[src/rtl/riscv_pkg.sv]
// Shared definitions for the front end of the core.
// Provides the NOP encoding, the base opcode constants that decode also uses,
// the fetch-buffer entry type, the fetch FSM state type and small PC helpers.
package riscv_pkg;

    // Canonical NOP (addi x0, x0, 0). Presented to decode whenever nothing is buffered.
    localparam logic [31:0] NOP_INSTR = 32'h0000_0013;

    // Base-ISA major opcodes shared with decode.
    localparam logic [6:0] OPC_LUI    = 7'b0110111;
    localparam logic [6:0] OPC_AUIPC  = 7'b0010111;
    localparam logic [6:0] OPC_JAL    = 7'b1101111;
    localparam logic [6:0] OPC_JALR   = 7'b1100111;
    localparam logic [6:0] OPC_BRANCH = 7'b1100011;
    localparam logic [6:0] OPC_LOAD   = 7'b0000011;
    localparam logic [6:0] OPC_STORE  = 7'b0100011;
    localparam logic [6:0] OPC_OP_IMM = 7'b0010011;
    localparam logic [6:0] OPC_OP     = 7'b0110011;
    localparam logic [6:0] OPC_SYSTEM = 7'b1110011;

    // One buffered instruction together with the address it was fetched from.
    typedef struct packed {
        logic [31:0] instr;
        logic [31:0] pc;
    } fetch_entry_t;

    // Value held in an unoccupied buffer slot, so an empty head reads as NOP at PC 0.
    localparam fetch_entry_t EMPTY_ENTRY = '{instr: NOP_INSTR, pc: 32'h0000_0000};

    // BOOT lasts one cycle after reset; RUN is normal operation.
    typedef enum logic [0:0] {
        FETCH_BOOT = 1'b0,
        FETCH_RUN  = 1'b1
    } fetch_state_e;

    // Force an address onto a word boundary.
    function automatic logic [31:0] word_align(input logic [31:0] addr);
        return {addr[31:2], 2'b00};
    endfunction

    // Next sequential word address; wraps modulo 2^32.
    function automatic logic [31:0] next_word_pc(input logic [31:0] addr);
        return addr + 32'd4;
    endfunction

endpackage

[src/rtl/instr_fetch_if.sv]
// Bundle of the fetch stage's external handshakes.
//   Decode side : run_en, flush, redirect_pc (in to fetch); ir, ir_already, pc (out of fetch)
//   Memory side : imem_req, imem_addr (out of fetch); imem_gnt, imem_rvalid, imem_rdata (in to fetch)
// master = the fetch stage, slave = the environment (decode + instruction memory).
interface instr_fetch_if;
    logic        run_en;
    logic        flush;
    logic [31:0] redirect_pc;

    logic        imem_req;
    logic [31:0] imem_addr;
    logic        imem_gnt;
    logic        imem_rvalid;
    logic [31:0] imem_rdata;

    logic [31:0] ir;
    logic        ir_already;
    logic [31:0] pc;

    modport master (
        input  run_en, flush, redirect_pc,
        input  imem_gnt, imem_rvalid, imem_rdata,
        output imem_req, imem_addr,
        output ir, ir_already, pc
    );

    modport slave (
        output run_en, flush, redirect_pc,
        output imem_gnt, imem_rvalid, imem_rdata,
        input  imem_req, imem_addr,
        input  ir, ir_already, pc
    );
endinterface

[src/rtl/fetch_buf.sv]
// DEPTH-entry synchronous FIFO of fetch entries, built as a shift register so
// the head is always slot 0 and is read straight from a register.
// Unoccupied slots hold EMPTY_ENTRY, so an empty head reads as NOP / PC 0.
// Ports:
//   clk, reset      clock, synchronous active-high reset
//   clear           synchronous discard of all entries (wins over push/pop)
//   push, push_entry  write an entry (ignored if it would overflow)
//   pop             remove the head (ignored when empty)
//   count           number of valid entries
//   head, head_valid  slot 0 contents and whether it is valid
module fetch_buf
    import riscv_pkg::*;
#(
    parameter int DEPTH = 2,
    localparam int CW   = $clog2(DEPTH + 1)
) (
    input  logic          clk,
    input  logic          reset,
    input  logic          clear,
    input  logic          push,
    input  fetch_entry_t  push_entry,
    input  logic          pop,
    output logic [CW-1:0] count,
    output fetch_entry_t  head,
    output logic          head_valid
);

    fetch_entry_t  mem_r [DEPTH];
    fetch_entry_t  mem_nxt_s [DEPTH];
    logic [CW-1:0] count_r;
    logic          head_valid_r;
    logic          pop_ok_s;
    logic          push_ok_s;
    logic [CW-1:0] wr_idx_s;
    logic [CW-1:0] count_nxt_s;

    // Accept/write-slot decode and next-state of every slot (shift on pop, write at tail).
    always_comb begin
        pop_ok_s    = pop && (count_r != {CW{1'b0}});
        wr_idx_s    = count_r - CW'(pop_ok_s);
        push_ok_s   = push && (wr_idx_s < CW'(DEPTH));
        count_nxt_s = wr_idx_s + CW'(push_ok_s);
        for (int i = 0; i < DEPTH; i++) begin
            if (push_ok_s && (wr_idx_s == CW'(i))) begin
                mem_nxt_s[i] = push_entry;
            end else if (pop_ok_s) begin
                // Last slot refills with EMPTY_ENTRY so vacated slots never carry stale data.
                mem_nxt_s[i] = (i < DEPTH - 1) ? mem_r[(i < DEPTH - 1) ? i + 1 : i] : EMPTY_ENTRY;
            end else begin
                mem_nxt_s[i] = mem_r[i];
            end
        end
    end

    // Storage, occupancy and registered head-valid flag.
    always_ff @(posedge clk) begin
        if (reset || clear) begin
            for (int i = 0; i < DEPTH; i++) begin
                mem_r[i] <= EMPTY_ENTRY;
            end
            count_r      <= {CW{1'b0}};
            head_valid_r <= 1'b0;
        end else begin
            mem_r        <= mem_nxt_s;
            count_r      <= count_nxt_s;
            head_valid_r <= (count_nxt_s != {CW{1'b0}});
        end
    end

    assign count      = count_r;
    assign head       = mem_r[0];
    assign head_valid = head_valid_r;

endmodule

[src/rtl/instr_fetch.sv]
// Instruction-fetch stage: issues word reads over a req/gnt/rvalid handshake,
// buffers returned words with their PCs and presents the oldest to decode.
// A flush discards everything buffered and marks every in-flight request to be
// dropped on return, then refetches from the (word-aligned) redirect address.
// Ports:
//   clk    clock
//   reset  synchronous active-high reset
//   bus    instr_fetch_if.master: decode handshake (run_en/flush/redirect_pc,
//          ir/ir_already/pc) and instruction-memory handshake (imem_*)
// Parameters:
//   RESET_PC  first fetch address after reset
//   DEPTH     buffer entries; also the cap on live in-flight + buffered words (>= 2)
module instr_fetch
    import riscv_pkg::*;
#(
    parameter logic [31:0] RESET_PC = 32'h0000_0000,
    parameter int          DEPTH    = 2
) (
    input  logic          clk,
    input  logic          reset,
    instr_fetch_if.master bus
);

    localparam int CW = $clog2(DEPTH + 1);
    localparam int SW = CW + 1;
    localparam int PW = (DEPTH > 1) ? $clog2(DEPTH) : 1;

    fetch_state_e  state_r;
    logic [31:0]   fetch_pc_r;
    logic [CW-1:0] outstanding_r;
    logic [CW-1:0] drop_cnt_r;
    logic [31:0]   pcq_r [DEPTH];
    logic [PW-1:0] pcq_wr_r;
    logic [PW-1:0] pcq_rd_r;

    logic [CW-1:0] fifo_count_s;
    fetch_entry_t  head_s;
    logic          head_valid_s;
    logic [CW-1:0] live_s;
    logic [SW-1:0] load_s;
    logic          rvalid_eff_s;
    logic          req_s;
    logic          gnt_fire_s;
    logic          push_s;
    logic          pop_s;
    fetch_entry_t  push_entry_s;

    // Circular pointer increment for the PC queue (DEPTH need not be a power of two).
    function automatic logic [PW-1:0] ptr_inc(input logic [PW-1:0] ptr);
        if (ptr == PW'(DEPTH - 1)) begin
            return {PW{1'b0}};
        end else begin
            return ptr + PW'(1);
        end
    endfunction

    // Issue decision and response classification.
    always_comb begin
        live_s = outstanding_r - drop_cnt_r;
        load_s = {1'b0, fifo_count_s} + {1'b0, live_s};
        // A response with nothing outstanding belongs to a request from before reset.
        rvalid_eff_s = bus.imem_rvalid && (outstanding_r != {CW{1'b0}});
        // A same-cycle pop is not credited. The total in-flight count (including
        // requests awaiting drop) is also capped so the counters and PC queue cannot wrap.
        if (!reset && (state_r == FETCH_RUN) && !bus.flush &&
            (load_s < SW'(DEPTH)) && (outstanding_r < CW'(DEPTH))) begin
            req_s = 1'b1;
        end else begin
            req_s = 1'b0;
        end
        gnt_fire_s   = req_s && bus.imem_gnt;
        push_s       = rvalid_eff_s && (drop_cnt_r == {CW{1'b0}}) && !bus.flush;
        pop_s        = bus.run_en && head_valid_s;
        push_entry_s = '{instr: bus.imem_rdata, pc: pcq_r[pcq_rd_r]};
    end

    // BOOT/RUN state, fetch address, request bookkeeping and the per-request PC queue.
    always_ff @(posedge clk) begin
        if (reset) begin
            state_r       <= FETCH_BOOT;
            fetch_pc_r    <= RESET_PC;
            outstanding_r <= {CW{1'b0}};
            drop_cnt_r    <= {CW{1'b0}};
            pcq_wr_r      <= {PW{1'b0}};
            pcq_rd_r      <= {PW{1'b0}};
            for (int i = 0; i < DEPTH; i++) begin
                pcq_r[i] <= 32'h0000_0000;
            end
        end else begin
            case (state_r)
                FETCH_BOOT: state_r <= FETCH_RUN;
                FETCH_RUN:  state_r <= FETCH_RUN;
                default:    state_r <= FETCH_BOOT;
            endcase

            outstanding_r <= outstanding_r + CW'(gnt_fire_s) - CW'(rvalid_eff_s);

            // The PC queue tracks every in-flight request, dropped or not, so it stays
            // aligned with the in-order response stream.
            if (gnt_fire_s) begin
                pcq_r[pcq_wr_r] <= fetch_pc_r;
                pcq_wr_r        <= ptr_inc(pcq_wr_r);
            end
            if (rvalid_eff_s) begin
                pcq_rd_r <= ptr_inc(pcq_rd_r);
            end

            if (bus.flush) begin
                // Everything still in flight after this edge is stale.
                drop_cnt_r <= outstanding_r - CW'(rvalid_eff_s);
                fetch_pc_r <= word_align(bus.redirect_pc);
            end else begin
                if (rvalid_eff_s && (drop_cnt_r != {CW{1'b0}})) begin
                    drop_cnt_r <= drop_cnt_r - CW'(1);
                end
                if (gnt_fire_s) begin
                    fetch_pc_r <= next_word_pc(fetch_pc_r);
                end
            end
        end
    end

    fetch_buf #(
        .DEPTH (DEPTH)
    ) u_fetch_buf (
        .clk        (clk),
        .reset      (reset),
        .clear      (bus.flush),
        .push       (push_s),
        .push_entry (push_entry_s),
        .pop        (pop_s),
        .count      (fifo_count_s),
        .head       (head_s),
        .head_valid (head_valid_s)
    );

    assign bus.imem_req   = req_s;
    assign bus.imem_addr  = fetch_pc_r;
    assign bus.ir         = head_s.instr;
    assign bus.pc         = head_s.pc;
    assign bus.ir_already = head_valid_s;

endmodule

[src/flat_wrapper.sv]
// flat-port wrapper written by rule: the top's interface ports become plain ports
module instr_fetch_flat import riscv_pkg::*;
#(
    parameter logic [31:0] RESET_PC = 32'h0000_0000,
    parameter int          DEPTH    = 2
)
  (clk, reset, bus_run_en, bus_flush, bus_redirect_pc, bus_imem_gnt, bus_imem_rvalid, bus_imem_rdata, bus_imem_req, bus_imem_addr, bus_ir, bus_ir_already, bus_pc);
  instr_fetch_if bus_i ();
  input  logic clk;
  input  logic reset;
  input wire logic [$bits(bus_i.run_en)-1:0] bus_run_en;
  input wire logic [$bits(bus_i.flush)-1:0] bus_flush;
  input wire logic [$bits(bus_i.redirect_pc)-1:0] bus_redirect_pc;
  input wire logic [$bits(bus_i.imem_gnt)-1:0] bus_imem_gnt;
  input wire logic [$bits(bus_i.imem_rvalid)-1:0] bus_imem_rvalid;
  input wire logic [$bits(bus_i.imem_rdata)-1:0] bus_imem_rdata;
  output wire logic [$bits(bus_i.imem_req)-1:0] bus_imem_req;
  output wire logic [$bits(bus_i.imem_addr)-1:0] bus_imem_addr;
  output wire logic [$bits(bus_i.ir)-1:0] bus_ir;
  output wire logic [$bits(bus_i.ir_already)-1:0] bus_ir_already;
  output wire logic [$bits(bus_i.pc)-1:0] bus_pc;
  assign bus_i.run_en = bus_run_en;
  assign bus_i.flush = bus_flush;
  assign bus_i.redirect_pc = bus_redirect_pc;
  assign bus_i.imem_gnt = bus_imem_gnt;
  assign bus_i.imem_rvalid = bus_imem_rvalid;
  assign bus_i.imem_rdata = bus_imem_rdata;
  assign bus_imem_req = bus_i.imem_req;
  assign bus_imem_addr = bus_i.imem_addr;
  assign bus_ir = bus_i.ir;
  assign bus_ir_already = bus_i.ir_already;
  assign bus_pc = bus_i.pc;
  instr_fetch #(.RESET_PC(RESET_PC), .DEPTH(DEPTH)) u_core (.clk(clk), .reset(reset), .bus(bus_i));
endmodule
[config.mk]
export PLATFORM = sky130hd
export DESIGN_NAME = instr_fetch_flat
export DESIGN_NICKNAME = d
export VERILOG_FILES = /design/src/rtl/riscv_pkg.sv /design/src/rtl/instr_fetch_if.sv /design/src/rtl/fetch_buf.sv /design/src/rtl/instr_fetch.sv /design/src/flat_wrapper.sv
export SDC_FILE = /design/constraint.sdc
export NUM_CORES = 1
export LEC_CHECK = 0
export BUFFER_PORTS_ARGS = -buffer_cell sky130_fd_sc_hd__buf_2
export CAP_MARGIN = 15
export CORE_ASPECT_RATIO = 0.6
export CORE_MARGIN = 8
export CORE_UTILIZATION = 55
export CTS_BUF_LIST = sky130_fd_sc_hd__clkbuf_16
export DETAILED_ROUTE_END_ITERATION = 10
export PLACE_DENSITY = 0.78
export SLEW_MARGIN = 20
export SYNTH_ARGS = -nofsm -noshare
export SYNTH_HDL_FRONTEND = slang
export SYNTH_SLANG_ARGS = --single-unit
export TNS_END_PERCENT = 1
[constraint.sdc]
create_clock -name clk -period 6.9 [get_ports clk]
set_input_delay 1.035 -clock clk [delete_from_list [all_inputs] [get_ports clk]]
set_output_delay 1.035 -clock clk [all_outputs]
set_load 0.02 [all_outputs]
* Word level (Yosys, flattened, before mapping) *
Memory sizes are Yosys's and may differ from the RTL's. A register that Yosys moved wholly into a read port is not among the register bits.
Cells that the tools add are included.

operators by class
  muxes and demuxes = 22
  $add $sub $neg = 11
  eq/ne operators = 1
  reduce and logical (&&, ||, !) cells = 29
  $lt $le $gt $ge = 3

operators with widths
  kind                                                 number
  2-to-1 mux 64 bit                                    4
  2-to-1 mux 32 bit                                    3
  adder 32 x 3 -> 32 bit (second input constant)       1
  OR reduction 32 bit                                  1
  nonzero test 2 bit                                   8
  logical AND 1 bit                                    14
  2-to-1 mux 1 bit                                     13
  subtractor 2 x 1 -> 2 bit                            3
  adder 2 x 1 -> 2 bit                                 2
  zero test 2 bit                                      2
  < comparator 2 bit (second input constant)           2
  2-to-1 mux 2 bit                                     2
  adder 2 x 2 -> 3 bit                                 1
  < comparator 3 x 2 -> 1 bit (second input constant)  1
  adder 1 bit (second input constant)                  2
  == test 2 x 1 -> 1 bit (second input constant)       1
  zero test 1 bit                                      2
  OR reduction 2 bit                                   1
  subtractor 2 x 1 -> 2 bit (second input constant)    1
  subtractor 2 bit                                     1
  logical OR 1 bit                                     1

word-level totals
  RAM bits = 64
  output and inout port bits = 98
  register bits = 170
  memories kept = 1

memories
  name          depth  bits a word  read ports  clocked after Yosys merged registers in  write ports  RTL line           source
  u_core.pcq_r  2      32           1           1                                        2            instr_fetch.sv:32  logic [31:0] pcq_r [DEPTH];

* Logic depth before layout (Yosys ltp) *
  depth in word-level cells = 12
  depth in mapped cells = 13

* Cells and area by module *
From an unflattened synthesis, not the netlist that was laid out.

unflattened totals
  cell total of the unflattened synthesis = 1158
  area total of the unflattened synthesis = 10762.8 µm²

by module, submodules not included
  module       cells each  sequential area each (µm²)  area an instance (µm²)  times used
  fetch_buf    725         2622.5                      6060.8                  1
  instr_fetch  433         2562.5                      4702.0                  1

* Worst setup path after synthesis *
Ideal clock, no wire load.

  kind = register to register
  from = register u_core.outstanding_r[0]
  to = memory u_core.pcq_r[0][10] (enable)
  setup time = 0.459 ns
  arrival time = 3.937 ns
  stages on the path, launching flop included = 10
  clock period less this slack = 4.396 ns
  slack = 2.504 ns
  buffers on the path = 1
  cells stage by stage = dfxtp_1 > inv_1 > ha_1 > xnor2_1 > xnor2_1 > fa_1 > and4b_1 > nand3_1 > clkbuf_1 > o21ai_0

RTL lines
  what                    RTL line           source
  from (decl)             instr_fetch.sv:30  logic [CW-1:0] outstanding_r;
  from (signal assigned)  instr_fetch.sv:82  outstanding_r <= {CW{1'b0}};
  from (signal assigned)  instr_fetch.sv:96  outstanding_r <= outstanding_r + CW'(gnt_fire_s) - CW'(rvalid_eff_s);
  to (decl)               instr_fetch.sv:32

==> qor.csv <==
stage;metric;value;unit
layout;Fillers;1562;
placed_design;dpl hpwl;16700;microns
logic_synthesis;Post-synth ARST share;0;
setup_path;CP Depth;11;
timing;Final Hold Fails;0;
clock_tree;post-CTS setup buffer count;0;
power_and_ir_drop;NetSw;0.875;mW
clock_tree;Clock Path Buffers;3;
power_and_ir_drop;internal power;2.28;mW
grt;initial antenna violation count;0;
timing;setup tns final;0;ns
clock_tree;clock root buffer;clkbuf_16;
power_and_ir_drop;Pleak;4.37;nW
detailed_routing;initial DRC count;805;
layout;register area;0.00510;sq mm
logic_synthesis;YS warnings;0;
grt;met3 Resource Use GR;0.0425;
setup_path;Setup crit end kind;flip-flop;
setup_path;Critical Path Max Stage Delay;0.78;ns
detailed_routing;WL/cell;17.9;microns
clock_tree;CTS tree;yes;
logic_synthesis;most common cell in the synthesized netlist;nand2_1;
detailed_routing;via count;8151;
setup_path;Arrival @ worst endpoint;4.11;ns
floorplan;die area;0.0233;sq mm
timing;Pins Over Slew Limit;0;
logic_synthesis;cell area after synthesis;0.0102;sq mm
logic_synthesis;main area contributors after synthesis;dfxtp_1, edfxtp_1, nand2_1, a311oi_1, buf_4;
clock_tree;post-CTS sizing;0;
logic_synthesis;Syn Area/Cell;9.02;sq um
grt;pin count of the biggest net entering global routing;75;
setup_path;WS Path Type;flip-flop to flip-flop;
placed_design;GP Congestion;0.861;
detailed_routing;first-pass iteration count of the detailed router;4;
setup_path;crit path to;u_core.pcq_r[1][20]$_SDFFCE_PN0P_;
floorplan;DIE WIDTH;192;microns
setup_path;R2R Setup Slk;2.93;ns
setup_path;Req. time, crit path;7.05;ns
status;status;finished clean;
detailed_routing;Routed Antenna Nets;0;
clock_tree;CTS clk-pin slew, worst paths;0.07;ns
timing;final setup fails;0;
power_and_ir_drop;switch share;0.278;
layout;Area Growth Syn to Fin;10.6;%
logic_synthesis;post-synthesis sequential area ratio;0.500;
setup_path;Reg2Reg Depth;11;
grt;grt ovf;0;
floorplan;Core Area;0.0181;sq mm
clock_tree;CTS Buf Count;22;
floorplan;DIE HEIGHT;122;microns
setup_path;crit path from;u_core.outstanding_r[0]$_SDFF_PP0_;
power_and_ir_drop;Overall Power;3.15;mW
timing;crit share post-route;0.575;
detailed_routing;DRT Wirelength;25700;microns
power_and_ir_drop;sequential share of power;0.468;
setup_path;Top delay family on crit path;buffers and inverters;
placed_design;Port Buffers;161;
power_and_ir_drop;Clock Power Share;0.373;
logic_synthesis;ys flop type;dfxtp_1;
layout;area of the multi-input gates;0.00423;sq mm
logic_synthesis;flops & latches, synth;225;
power_and_ir_drop;power density cells;279;mW/mm^2
power_and_ir_drop;IR Drop Worst-Case VDD;0.000195;V
grt;GR Util met2;0.284;
logic_synthesis;EDFF count, synth;60;
logic_synthesis;most area-hungry cell type in the Yosys netlist;dfxtp_1;
layout;nets@finish;1257;
setup_path;Crit Reg-Reg Startpoint;u_core.outstanding_r[0]$_SDFF_PP0_;
grt;number of global-route vias before repair;7510;
flow_run;Max Cap Viol;0;
grt;met1 Use GR;0.342;
setup_path;startpoint types;flip-flop;
layout;layout cell share with drive strength beyond 1;0.217;
timing;RSZ-0062 raised after global routing;no;
logic_synthesis;top-area cell type share of the netlist area;0.324;
grt;GRT busiest layer;met1;
power_and_ir_drop;logic gate share of total power;0.159;
timing;clock period minus final worst setup slack;3.97;ns
floorplan;initial core utilization;0.564;
detailed_routing;DRC violations left;0;
clock_tree;CTS Hold Buffers Added;0;
setup_path;WP buf/inv;3;
min_path;Hold Path Class;flip-flop to flip-flop;
timing;transition time of the tightest slew-check pin;0.845;ns
clock_tree;H-Tree Depth;1;
grt;GRT Total Usage;0.211;
setup_path;crit-path cells;inv_1 > ha_1 > xnor2_1 > xnor2_1 > fa_1 > and4b_1 > nand3_1 > inv_1 > nand2_1 > nand2_1 > buf_4;
clock_tree;CTS sink cnt;225;
detailed_routing;post-DR vias/cell;5.68;
timing;skew final;0.0103;ns
layout;number of diodes;0;
clock_tree;Clock Latency Late Sink;0.50;ns
setup_path;Reg2Reg Capture Point;u_core.pcq_r[1][20]$_SDFFCE_PN0P_;
floorplan;# IOs;168;
logic_synthesis;Unique masters post-synth;51;
timing;f_max;252;MHz
setup_path;CP max-delay cell;inv_1;
logic_synthesis;most frequent cells after synthesis;nand2_1, dfxtp_1, nor2_1;
setup_path;CP max FO;32;
timing;max_slew headroom;0.436;
floorplan;# rows;38;
logic_synthesis;Syn Inst Count;1132;
grt;first-pass GRT wire length;40600;microns
-- state kept, by name, summed over array words and instances (netlist names), named ones only --
register                       cells
u_core.state_r                     1
u_core.pcq_wr_r                    1
u_core.u_fetch_buf.head           62
u_core.pcq_rd_r                    1
u_core.outstanding_r               2
u_core.drop_cnt_r                  2
u_core.bus.imem_addr              30
u_core.pcq_r                      60
u_core.u_fetch_buf.count           2
u_core.u_fetch_buf.head_valid      1
u_core.u_fetch_buf.mem_r          62
-- how the worst min path moves through the flow --
stage,startpoint,endpoint,depth (start not counted)
6_report,u_core.u_fetch_buf.mem_r[45]$_SDFFE_PP0P_,u_core.u_fetch_buf.head[45]$_SDFFE_PP0P_,2
5_1_grt,u_core.u_fetch_buf.mem_r[13]$_SDFFE_PP0P_,u_core.u_fetch_buf.mem_r[13]$_SDFFE_PP0P_,2
4_1_cts,u_core.u_fetch_buf.mem_r[45]$_SDFFE_PP0P_,u_core.u_fetch_buf.head[45]$_SDFFE_PP0P_,2
3_5_place_dp,u_core.u_fetch_buf.mem_r[12]$_SDFFE_PP0P_,u_core.u_fetch_buf.mem_r[12]$_SDFFE_PP0P_,2
3_3_place_gp,u_core.u_fetch_buf.mem_r[62]$_SDFFE_PP0P_,u_core.u_fetch_buf.mem_r[62]$_SDFFE_PP0P_,2
2_1_floorplan,u_core.u_fetch_buf.mem_r[10]$_SDFFE_PP0P_,u_core.u_fetch_buf.mem_r[10]$_SDFFE_PP0P_,2
-- tightest hold or removal path: cells and delay by family (launching register included) --
| kind | cells | cell delay, ns |
|---|---|---|
| AO/OA/AOI/OAI | 1 | 0.07 |
| flip-flops | 1 | 0.31 |
| AND/OR/NAND/NOR | 1 | 0.05 |
-- area by class of cell --
type / instances / share of cell area
inverter: 14 / 0.00466
tap: 240 / 0.0266
clock inverter: 17 / 0.0110
timing repair buffer: 173 / 0.0794
clock buffer: 23 / 0.0510
multi-input combinational: 743 / 0.375
sequential: 225 / 0.452
-- metrics by stage --
| stage | worst slack, ns | cell area (sq um) | hold WS, ns | instances | util |
|---|---|---|---|---|---|
| after global placement | 2.96 | 10600 | 0.453 | 1395 | 0.584 |
| after CTS | 2.95 | 11300 | 0.463 | 1435 | 0.623 |
| final | 2.93 | 11300 | 0.465 | 1435 | 0.623 |
| after floorplan | 2.50 | 10200 | 0.448 | 1135 | - |
| after detailed placement | 2.98 | 10600 | 0.458 | 1395 | 0.584 |
| after global routing | 2.56 | 11300 | 0.480 | 1435 | 0.623 |
-- placed cells by master (no fill, tap or decap), types with 4 or more instances in the layout --
cell / n
edfxtp_1: 60
buf_4: 12
and2_1: 30
nor3_1: 10
clkinv_1: 5
a211oi_1: 14
o21ai_0: 10
xnor2_1: 25
inv_1: 14
dfxtp_1: 165
mux2_2: 30
ha_1: 7
a21oi_1: 74
nand2_1: 215
nor2_1: 92
clkbuf_16: 23
nor4_1: 6
clkinv_2: 5
a311oi_1: 60
nand3_1: 73
buf_2: 161
nand4_1: 10
conb_1: 4
and4_1: 4
inv_2: 4
and3_1: 34
xor2_1: 9
-- kinds of logic (layout without fill, tap and decap cells) --
family / Yosys count / count (layout) / share of synthesized area
compound gates: 169 / 169 / 0.112
simple gates: 497 / 497 / 0.226
xor+xnor: 34 / 34 / 0.0292
mux: 31 / 31 / 0.0341
buf+inv: 167 / 227 / 0.0886
flops: 225 / 225 / 0.500
other cells: 1 / 4 / 0.000367
fa+ha+maj: 8 / 8 / 0.0105
-- metal layers --
layer	vias up	share of wire
met3	31	0.084
met1	3850	0.51
met4	0	0.012
met2	324	0.39
li1	3946	-
met5	-	0
-- power by group through the flow --
stage               sequential (mW)  combinational [mW]  clock [mW]
finish                         1.47               0.502        1.18
CTS                            1.47               0.499        1.20
floorplan                      1.50               0.360           0
global placement               1.50               0.492           0
global route                   1.48               0.547        1.25
detailed placement             1.50               0.493           0
Note: power is estimated with default switching activity, not from simulation.
